==> config.mk <==
export PLATFORM = sky130hd
export DESIGN_NAME = onehot_rr_scheduler
export DESIGN_NICKNAME = d
export VERILOG_FILES = /design/src/rtl/onehot_rr_scheduler.sv
export SDC_FILE = /design/constraint.sdc
export NUM_CORES = 1
export LEC_CHECK = 0
export CORE_MARGIN = 2
export CORE_UTILIZATION = 60
export CTS_BUF_LIST = sky130_fd_sc_hd__clkbuf_8 sky130_fd_sc_hd__clkbuf_16
export CTS_CLUSTER_SIZE = 28
export DETAILED_ROUTE_END_ITERATION = 8
export GPL_ROUTABILITY_DRIVEN = 1
export MAX_ROUTING_LAYER = met4
export PLACE_DENSITY_LB_ADDON = 0.12
export SLEW_MARGIN = 10
export SYNTH_ARGS = -nofsm -noshare
export SYNTH_HDL_FRONTEND = slang
export SYNTH_SLANG_ARGS = --single-unit
==> constraint.sdc <==
create_clock -name clk -period 8.9 [get_ports clk]
set_clock_uncertainty 0.1 [all_clocks]
set_input_delay 2.67 -clock clk [delete_from_list [all_inputs] [get_ports clk]]
set_output_delay 2.67 -clock clk [all_outputs]
set_load 0.02 [all_outputs]
==> src/rtl/onehot_rr_scheduler.sv <==
// ----------------------------------------------------------------------------
// onehot_rr_scheduler
//
// Round-robin scheduler that shares one resource between N requesters.
// Priority is kept as a one-hot rotating pointer. When a requester wins,
// the pointer moves to the bit just above the winner, wrapping N-1 -> 0.
// A grant is held for as long as the winner keeps its request high.
// Between two grants there is always at least one idle (dead) cycle.
//
// Optional feature (macro ONEHOT_SCHED_TIMEOUT_EN):
//   When the macro is defined, a hold counter limits a grant to MAX_HOLD
//   cycles. When the limit is reached, the grant is forced off and the
//   timeout output pulses high for one cycle. When the macro is not
//   defined, timeout is tied to 0 and a grant is held indefinitely.
//
// Parameters:
//   N         number of requesters (>=1)
//   MAX_HOLD  maximum consecutive BUSY cycles per grant (timeout build, >=2)
//   HOLD_W    hold-counter width, 2**HOLD_W > MAX_HOLD
//
// Ports:
//   clk          in   rising-edge clock
//   rst          in   synchronous reset, active-high
//   enable       in   allows new arbitration; has no effect on a held grant
//   req          in   [N-1:0] request vector
//   grant        out  [N-1:0] one-hot grant, or zero when idle
//   grant_valid  out  high when grant is non-zero
//   grant_idx    out  binary index of the granted requester, 0 when idle
//   ptr          out  [N-1:0] one-hot priority pointer
//   timeout      out  one-cycle pulse on a forced release
// ----------------------------------------------------------------------------
module onehot_rr_scheduler #(
  parameter int N        = 8,
  parameter int MAX_HOLD = 16,
  parameter int HOLD_W   = 8,
  localparam int IDX_W   = (N > 1) ? $clog2(N) : 1
) (
  input  logic             clk,
  input  logic             rst,
  input  logic             enable,
  input  logic [N-1:0]     req,
  output logic [N-1:0]     grant,
  output logic             grant_valid,
  output logic [IDX_W-1:0] grant_idx,
  output logic [N-1:0]     ptr,
  output logic             timeout
);

  // Reject unusable parameter sets when the design is elaborated.
  if (N < 1 || MAX_HOLD < 2 || (2 ** HOLD_W) <= MAX_HOLD) begin : g_bad_params
    $error("onehot_rr_scheduler: illegal parameter combination");
  end

  typedef enum logic {IDLE, BUSY} state_t;

  state_t           state, state_nxt;
  logic [N-1:0]     grant_nxt;
  logic             valid_nxt;
  logic [IDX_W-1:0] idx_nxt;
  logic [N-1:0]     ptr_nxt;

  // Arbitration signals
  int               ptr_pos;
  int               win_pos;
  int               rot_pos;
  logic             win_found;
  logic [N-1:0]     win_oh;
  logic [N-1:0]     win_rot;
  logic             held;

  // The winner's request line decides whether the grant is kept.
  assign held = |(req & grant);

  // Search the request vector starting at the pointer position and moving
  // upward, wrapping from N-1 back to 0. The first set request wins.
  always_comb begin
    ptr_pos   = 0;
    win_pos   = 0;
    rot_pos   = 0;
    win_found = 1'b0;
    win_oh    = '0;
    win_rot   = '0;
    for (int i = 0; i < N; i++) begin
      if (ptr[i]) ptr_pos = i;
    end
    for (int k = 0; k < N; k++) begin
      int pos;
      pos = ptr_pos + k;
      if (pos >= N) pos = pos - N;
      if (!win_found && req[pos]) begin
        win_found = 1'b1;
        win_pos   = pos;
      end
    end
    win_oh[win_pos] = 1'b1;
    // The pointer moves to the bit just above the winner. With N=1 this
    // keeps the pointer at bit 0.
    rot_pos = win_pos + 1;
    if (rot_pos >= N) rot_pos = 0;
    win_rot[rot_pos] = 1'b1;
  end

`ifdef ONEHOT_SCHED_TIMEOUT_EN
  logic [HOLD_W-1:0] hold_cnt, hold_cnt_nxt;
  logic              timeout_nxt;
  logic              hold_limit;

  assign hold_limit = (hold_cnt == HOLD_W'(MAX_HOLD - 1));
`endif

  always_comb begin
    state_nxt = state;
    grant_nxt = grant;
    valid_nxt = grant_valid;
    idx_nxt   = grant_idx;
    ptr_nxt   = ptr;
`ifdef ONEHOT_SCHED_TIMEOUT_EN
    timeout_nxt  = 1'b0;
    hold_cnt_nxt = hold_cnt;
`endif
    case (state)
      IDLE: begin
        if (enable && win_found) begin
          state_nxt = BUSY;
          grant_nxt = win_oh;
          valid_nxt = 1'b1;
          idx_nxt   = IDX_W'(win_pos);
          ptr_nxt   = win_rot;
`ifdef ONEHOT_SCHED_TIMEOUT_EN
          hold_cnt_nxt = '0;
`endif
        end
      end
      BUSY: begin
        // A normal release has priority over the hold limit on the same edge.
        if (!held) begin
          state_nxt = IDLE;
          grant_nxt = '0;
          valid_nxt = 1'b0;
          idx_nxt   = '0;
        end
`ifdef ONEHOT_SCHED_TIMEOUT_EN
        else if (hold_limit) begin
          state_nxt   = IDLE;
          grant_nxt   = '0;
          valid_nxt   = 1'b0;
          idx_nxt     = '0;
          timeout_nxt = 1'b1;
        end else begin
          hold_cnt_nxt = hold_cnt + 1'b1;
        end
`endif
      end
      default: begin
        state_nxt = IDLE;
        grant_nxt = '0;
        valid_nxt = 1'b0;
        idx_nxt   = '0;
      end
    endcase
  end

  always_ff @(posedge clk) begin
    if (rst) begin
      state       <= IDLE;
      grant       <= '0;
      grant_valid <= 1'b0;
      grant_idx   <= '0;
      ptr         <= N'(1);
    end else begin
      state       <= state_nxt;
      grant       <= grant_nxt;
      grant_valid <= valid_nxt;
      grant_idx   <= idx_nxt;
      ptr         <= ptr_nxt;
    end
  end

`ifdef ONEHOT_SCHED_TIMEOUT_EN
  always_ff @(posedge clk) begin
    if (rst) begin
      hold_cnt <= '0;
      timeout  <= 1'b0;
    end else begin
      hold_cnt <= hold_cnt_nxt;
      timeout  <= timeout_nxt;
    end
  end
`else
  assign timeout = 1'b0;
`endif

endmodule

== Word-level counts from Yosys, hierarchy flattened ==
Cells that the tools add are included.

* Output and inout port bits: 21
* Register bits after elaboration: 21

* Bitwise logic cells: 2
* Reduce and logical (&&, ||, !) cells: 20
* $add $sub $neg: 16
* $lt $le $gt $ge: 21
* Eq/ne operators: 2
* Multiplexer cells: 72

{| class="wikitable"
|+ Operators by type and width
! cell !! count
|-
| 2-to-1 mux 32 bit || 22
|-
| less-than comparator 32 x 5 -> 1 bit, second input constant || 10
|-
| greater-or-equal comparator 32 x 5 -> 1 bit, second input constant || 9
|-
| subtractor 32 x 5 -> 32 bit, second input constant || 8
|-
| adder 32 x 4 -> 32 bit, second input constant || 4
|-
| adder 32 x 2 -> 32 bit, second input constant || 2
|-
| adder 32 x 3 -> 32 bit, second input constant || 2
|-
| greater-or-equal comparator 32 x 1 -> 1 bit, second input constant || 2
|-
| 2-to-1 mux 1 bit || 31
|-
| binary-select mux 1 bit (select 3 bit) || 8
|-
| 2-to-1 mux 8 bit || 2
|-
| case mux 8 bit (2 select lines) || 1
|-
| logical AND 1 bit || 10
|-
| AND 8 bit || 1
|-
| OR reduction 8 bit || 1
|-
| zero test 1 bit || 7
|-
| demux 1 bit (select 3 bit) || 2
|-
| 2-to-1 mux 3 bit || 2
|-
| case mux 3 bit (2 select lines) || 1
|-
| != test 2 bit, second input constant || 2
|-
| case mux 1 bit (2 select lines) || 2
|-
| AND reduction 2 bit || 2
|-
| 2-to-1 mux 2 bit || 1
|-
| inverter 1 bit || 1
|}

== Logic depth before layout (Yosys ltp) ==
Gate-level depths: netlist of the first run.

* Word-level depth: 41
* Gate-level depth with buffers: 25

== Least setup slack after synthesis of the first run ==
Ideal clock, no wire load.

* Path type: input to register
* Start point: input port req[0]
* End point: register ptr[4]
* Required time: 8.741 ns
* Buffers on the path: 1
* Stages: 20
* Data arrival time: 6.474 ns
* Path slack: 2.266 ns
* Setup time: 0.059 ns
* Cells stage by stage: o211a_1 -> nor2_1 -> and2_1 -> mux4_2 -> or4_1 -> a211oi_2 -> inv_1 -> and2_1 -> clkbuf_1 -> inv_1 -> ha_1 -> and2_1 -> nand3_1 -> ha_1 -> nand4_1 -> nor3_1 -> nand4_1 -> or4_1 -> a21oi_2 -> a31o_1

* Longest elaborated chain between the ends: 32
* Elaborated cells on any way between the ends: 64
* Those cells by class: add/sub: 1; order compare: 3; mux: 43; reduce/logical: 17

{| class="wikitable"
|+ Ends and longest elaborated chain
! what !! RTL line !! RTL
|-
| start, declared || 41 || <nowiki>input logic [N-1:0] req,</nowiki>
|-
| binary-select mux 1 bit (select 3 bit) || 90 || <nowiki>if (!win_found && req[pos]) begin</nowiki>
|-
| 2-to-1 mux 1 bit (not written as such) (2 in a row) || 90 ||
|-
| 2-to-1 mux 1 bit || 90 ||
|-
| zero test 1 bit || 90 ||
|-
| logical AND 1 bit || 90 ||
|-
| 2-to-1 mux 1 bit || 90 ||
|-
| zero test 1 bit || 90 ||
|-
| logical AND 1 bit || 90 ||
|-
| [15 not listed] || n/a ||
|-
| 2-to-1 mux 32 bit || 90 ||
|-
| adder 32 x 2 -> 32 bit || 98 || <nowiki>rot_pos = win_pos + 1;</nowiki>
|-
| greater-or-equal comparator 32 x 5 -> 1 bit || 99 || <nowiki>if (rot_pos >= N) rot_pos = 0;</nowiki>
|-
| 2-to-1 mux 32 bit || 99 ||
|-
| greater-or-equal comparator 32 x 1 -> 1 bit (not written as such) / less-than comparator 32 x 5 -> 1 bit (equally long branches) || 100 || <nowiki>win_rot[rot_pos] = 1'b1;</nowiki>
|-
| logical AND 1 bit (not written as such) || 100 ||
|-
| 2-to-1 mux 1 bit (not written as such) || 100 ||
|-
| demux 1 bit (select 3 bit) || 100 ||
|-
| end signal, assigned || 175 || <nowiki>ptr <= ptr_nxt;</nowiki>
|-
| end, declared || 45 || <nowiki>output logic [N-1:0] ptr,</nowiki>
|}

Several ways; a longest one is shown, not always the timed one. The select of a mux whose other input is x is not followed.
A chain may end at the register's enable or synchronous reset.

== Worst setup path in the final report of the first run ==
* Start point: input port req[6]
* End point: register ptr[6]

The elaborated chain is that of the path after synthesis.

==> results.ini, run 1 <==
[cts]
cts_buffer_depth = 2
cts_made_buffers = 3
h-tree-depth = 1
tritoncts = done
post_cts_resized = 0
cts.reportedPaths.clkPinSlew_ps = 70
clock_sinks = 21
cts_root_buffer = clkbuf_8
ctsHoldBuffers = 0
clk_latency_ps = 260
postCtsSetupBuffers = 0

[yosys]
seq_area_frac_synth = 0.170
ys.flop_type = dfxtp_1
yosysUniqueCellTypes = 77
async_reset_ff_frac = 0
synth_top_cell_by_area = dfxtp_1
yosysTopAreaCellShare = 0.170
syn_avg_cell_area_sq_um = 7.75
syn_inst = 319
synth_area_sq_um = 2470
synth_edf_count = 0
syn-num-nets = 346
yosys-top-cells-area = dfxtp_1 (17%), ha_1 (8.1%), nor2_1 (5.3%)
synth-seq-cells = 21
ys_warn_count = 0

[status]
status = complete, no violations

[run]
maxCapViolCount = 0

[worst_setup_path]
critPathLaunch = req[6]
max_stage_delay_ps = 670
endpoint_kind = register
cp-start-kind = input pin
crit_type = input pin to register
crit_chain = clkdlybuf4s50_1, o211ai_1, and3_1, mux4_2, or4_1, a211oi_2, inv_1, and2_1, inv_1, ha_1, and2_1, nand3_1, ha_1, nand4_1, nor3_1, nand4_1, or4_1, a21oi_2, a31o_1
cp_data_arrival_time_ps = 7710
r2r-start = ptr[7]
cp_max_fo = 8
critPathRequiredTime_ps = 9010
cp_slowest_cell = clkdlybuf4s50_1

[detailed_routing]
top_layer = met4
drt_pass1_iterations = 5
drc_errors = 0
wire_per_inst_um = 19.0
vias = 2721
wl_met2_um = 3550
wl_um = 7410
wl_met1_um = 2930
ant_nets = 0
wl_met3_um = 675
dr.first_iter.drc_count = 365
via_per_inst = 6.99

[timing]
slew-limit-headroom = 0.398
final_hold_viol_count = 0
rsz0062_at_grt = false
finalMaxSlewViolations = 0
max_clock_freq_ghz = 0.131
period_share = 0.854
setup_viol = 0
tns_ps = 0
period_minus_slack_ps = 7600
tightest_slew_ps = 904
holdWs_ps = 358

[placement]
hpwl_um = 5730
io_buffers = 30
finalWeightedCongestion = 1.00
place_inst = 385

[layout]
final_cell_count_no_fill = 389
antenna_cells = 0
area_delta_synth_final_pct = 14.0
layout-drive-gt1-share = 0.0885
nets = 367
postLayoutCoreUtil = 0.710

[floorplanning]
die_h_um = 68.2
ioPinCount = 32
start_util = 0.622
die_w_um = 68.2
core_sq_um = 3970
dieArea_sq_um = 4650
rows = 23

[global_routing]
grt_start_max_net_pins = 21
grt_pass1_wl_um = 11500
track_usage = 0.340
overflow = 0
antenna_found_initial = 0
first_global_vias = 2379

[worst_hold_path]
worstHoldPathType = register to register
hold_start = grant_valid

-- area by class of cell --
type	instances	area, sq um
multi-input combinational	271	1930
fill	331	1150
sequential	21	420
timing repair buffer	31	308
tap	50	62.6
inverter	12	52.6
clock buffer	3	41.3
clock inverter	1	5.00
-- through the flow --
step	cell area, sq um	setup WS [ps]
detailed placement	2770	1170
floorplan	2470	2270
global placement	2770	1280
CTS	2820	1410
global route	2820	993
finish	2820	1300
-- critical path: cells and delay by family --
kind,cells,cell delay (ps)
and+or+nand+nor,9,2170
AOI/OAI and AO/OA,4,920
buffers and inverters,3,920
adders and majority gates,2,550
muxes,1,490
-- cells in the mapped netlist (3+ instances only) --
library cell and number:
a211oi_1 5, a211oi_2 3, a21boi_0 3, a21oi_1 19, a31oi_1 3, a32o_1 5
a32oi_1 10, and2_1 11, and3_1 4, buf_4 3, clkbuf_1 10, dfxtp_1 21
ha_1 16, inv_1 10, mux2i_1 6, nand2_1 24, nand2b_1 4, nand3_1 14
nand4_1 12, nor2_1 35, nor2b_1 3, nor3_1 10, o211a_1 3, o211ai_1 4
o21ai_0 6, o21ai_1 5, or4_1 3
-- flip-flops by register name, indices dropped and copies added (netlist names) --
register and flops:
grant 8, grant_idx 3, grant_valid 1, ptr 8, state 1
-- layer usage --
layer,track usage,vias to the layer above
met4,0.123,0
met2,0.584,174
met3,0.0313,24
met1,0.413,1258
li1,-,1265
met5,-,-
-- logic make-up after synthesis --
kind of cell,share of synthesized area
xor+xnor,0.0314
fa+ha+maj,0.0810
buf+inv,0.0496
simple gates,0.296
flops,0.170
mux,0.0486
compound gates,0.322
other cells,0.00152
-- placed cells by master, fill, tap and decap left out, types with 5 or more instances in the layout --
master,synthesis,layout
o21ai_0,6,6
nand3_1,14,14
a211oi_1,5,5
and2_1,11,11
a21oi_1,19,19
a32o_1,5,5
nor3_1,10,10
dfxtp_1,21,21
nor2_1,35,35
nand2_1,24,24
o21ai_1,5,5
ha_1,16,16
nand4_1,12,12
a32oi_1,10,10
inv_1,10,10
clkdlybuf4s50_1,0,30
mux2i_1,6,6
-- worst paths after layout --
path                      end  cells after the start  slack, ps
hold reg to reg   grant_valid                      2        360
setup / recovery       ptr[6]                     19       1300
hold / removal    grant_valid                      2        360
setup reg to reg       ptr[6]                     21       2630
Power of run 1 is left out: the tool's default activity adds up to more than one toggle a clock period on the data nets, which glitch-free logic cannot reach.
==> inputs of run 2 (changes only) <==
--- a/config.mk
+++ b/config.mk
@@ -8,6 +8,7 @@
 export CORE_MARGIN = 2
 export CORE_UTILIZATION = 60
 export CTS_BUF_LIST = sky130_fd_sc_hd__clkbuf_8 sky130_fd_sc_hd__clkbuf_16
+export CTS_CLUSTER_DIAMETER = 50
 export CTS_CLUSTER_SIZE = 28
 export DETAILED_ROUTE_END_ITERATION = 8
 export GPL_ROUTABILITY_DRIVEN = 1
==> results of run 2 <==
The final DEF is identical to that of run 1; final timing and power are the same.
Power of run 2 is left out for the same reason.
==> inputs of run 3 (changes only) <==
--- a/config.mk
+++ b/config.mk
@@ -6,12 +6,13 @@
 export NUM_CORES = 1
 export LEC_CHECK = 0
 export CORE_MARGIN = 2
-export CORE_UTILIZATION = 60
+export CORE_UTILIZATION = 51
 export CTS_BUF_LIST = sky130_fd_sc_hd__clkbuf_8 sky130_fd_sc_hd__clkbuf_16
 export CTS_CLUSTER_DIAMETER = 50
 export CTS_CLUSTER_SIZE = 28
 export DETAILED_ROUTE_END_ITERATION = 8
 export GPL_ROUTABILITY_DRIVEN = 1
+export GPL_TIMING_DRIVEN = 0
 export MAX_ROUTING_LAYER = met4
 export PLACE_DENSITY_LB_ADDON = 0.12
 export SLEW_MARGIN = 10
==> constraint.sdc (replaced) <==
create_clock -name clk -period 6.39 [get_ports clk]
set_clock_uncertainty 0.1 [all_clocks]
set_input_delay 1.917 -clock clk [delete_from_list [all_inputs] [get_ports clk]]
set_output_delay 1.917 -clock clk [all_outputs]
set_load 0.02 [all_outputs]
==> results.ini, run 3 (synthesis gave the netlist of run 1 again) <==
[status]
status = complete, no violations

[timing]
holdWs_ps = 365  ; +6.48 ps
final_hold_viol_count = 0  ; unchanged
max_clock_freq_ghz = 0.161
period_minus_slack_ps = 6200
slew-limit-headroom = 0.382  ; -0.0156
period_share = 0.970
tightest_slew_ps = 927  ; +23.5 ps
setup_viol = 0  ; unchanged
finalMaxSlewViolations = 0  ; unchanged

[cts]
cts_root_buffer = clkbuf_8
tritoncts = done
clk_latency_ps = 260  ; about the same
cts_made_buffers = 3  ; unchanged
ctsHoldBuffers = 0  ; unchanged
h-tree-depth = 1  ; unchanged
cts_buffer_depth = 2  ; unchanged
clock_sinks = 21  ; unchanged
cts.reportedPaths.clkPinSlew_ps = 80  ; about the same

[worst_setup_path]
path_buf_inv = 3  ; unchanged
crit_type = input pin to register
endpoint_kind = register
max_stage_delay_ps = 530  ; -140 ps
cp_slowest_cell = mux4_2
cp_data_arrival_time_ps = 6290  ; -1420 ps
critPathRequiredTime_ps = 6490  ; -2520 ps
crit_chain = buf_2, o21a_1, nor2_1, nand2_1, mux4_2, or4_4, o21ai_1, o21ai_1, inv_2, ha_4, and2_4, nand3_1, ha_1, nand4_1, nor3_2, nand4_1, buf_4, nor3_4, or3b_1, a21oi_1
cp-start-kind = input pin
critPathTopFamily = simple AND/OR/NAND/NOR gates
cp_max_fo = 7  ; -1

[placement]
hpwl_um = 5950  ; +3.8%
finalWeightedCongestion = 1.07  ; +7.0%
io_buffers = 30  ; unchanged

[detailed_routing]
wl_um = 7880  ; +6.4%
vias = 2751  ; +1.1%
ant_nets = 0  ; unchanged
drt_pass1_iterations = 6  ; +1
via_per_inst = 6.64  ; -5.0%
drc_errors = 0  ; unchanged
dr.first_iter.drc_count = 259  ; -29%
wire_per_inst_um = 19.0  ; about the same

[floorplanning]
start_util = 0.527  ; -0.0956
dieArea_sq_um = 5420  ; +17%
rows = 25  ; +8.7%
core_sq_um = 4690  ; +18%
die_h_um = 73.6  ; +8.0%
ioPinCount = 32  ; unchanged
die_w_um = 73.6  ; +8.0%

[layout]
top_regs = grant x8, ptr x8, grant_idx x3
nets = 388  ; +5.7%
layout-drive-gt1-share = 0.211  ; +0.123
postLayoutCoreUtil = 0.647  ; -0.0626
final_common_cell = nor2_1
area_delta_synth_final_pct = 22.8
antenna_cells = 0  ; unchanged
layout_common_cells = nor2_1 (33), nand2_1 (24), clkdlybuf4s50_1 (22)

[global_routing]
antenna_found_initial = 0  ; unchanged
grt_pass1_wl_um = 12300  ; +6.5%
grt_start_max_net_pins = 14  ; -33%
track_usage = 0.300  ; -0.0398
first_global_vias = 2444  ; +2.7%
overflow = 0  ; unchanged

[worst_hold_path]
worstHoldPathType = register to register

[run]
maxCapViolCount = 0  ; unchanged

[run 3: cell count changes in the layout (fill, tap and decap cells not counted), moves of 3 or more]
| cell | delta |
|---|---|
| nand3_1 | -4 |
| buf_2 | +3 |
| and2_1 | -3 |
| o21ai_0 | -3 |
| clkbuf_2 | +6 |
| nand3_2 | +4 |
| and2_4 | +3 |
| clkbuf_1 | +8 |
| inv_1 | -3 |
| buf_4 | +11 |
| clkdlybuf4s50_1 | -8 |
[run 3: metal layers]
layer,vias to the layer above,global-route usage,share of wire
met5,-,-,0
met4,0,0.0788,0.019
met1,1308,0.403,0.44
li1,1314,-,-
met2,111,0.495,0.49
met3,18,0.0123,0.049
[run 3: timing repair]
item                       in CTS  in global routing
gates resized for setup        25                 40
pin swaps                       2                  7
setup endpoints to repair       8                  8
setup buffers                   0                  9
[run 3: final timing paths]
path              cells past startpoint        start     endpoint  slack (ps)
setup / recovery                     20       req[0]       ptr[1]         190
hold / removal                        2  grant_valid  grant_valid         360
setup reg to reg                     23       ptr[3]       ptr[1]         320
hold reg to reg                       2  grant_valid  grant_valid         360
[run 3: area by class of cell]
class | count | area, sq um
Buffer | 13 | 62.6
Clock buffer | 3 | 41.3
Clock inverter | 1 | 5.00
Fill cell | 440 | 1660
Inverter | 12 | 58.8
Multi-Input combinational cell | 271 | 2050
Sequential cell | 21 | 420
Tap cell | 54 | 67.6
Timing Repair Buffer | 39 | 330
[run 3: per-stage QoR]
| step | setup TNS (ps) | cell area [sq um] | setup WS, ps | std cells |
|---|---|---|---|---|
| 2_1_floorplan | 0 | 2470 | 509 | 319 |
| 3_3_place_gp | -6150 | 2840 | -878 | 403 |
| 3_5_place_dp | -6370 | 2840 | -915 | 403 |
| 4_1_cts | 0 | 2920 | 0.195 | 406 |
| 5_1_grt | -7.18 | 3040 | -7.18 | 414 |
| 6_report | 0 | 3040 | 193 | 414 |
[run 3: tightest hold or removal path: stages (launching register included)]
cell and delay (ps):
dfxtp_1 320, inv_1 50, a211oi_1 50
Power of run 3 is left out for the same reason.
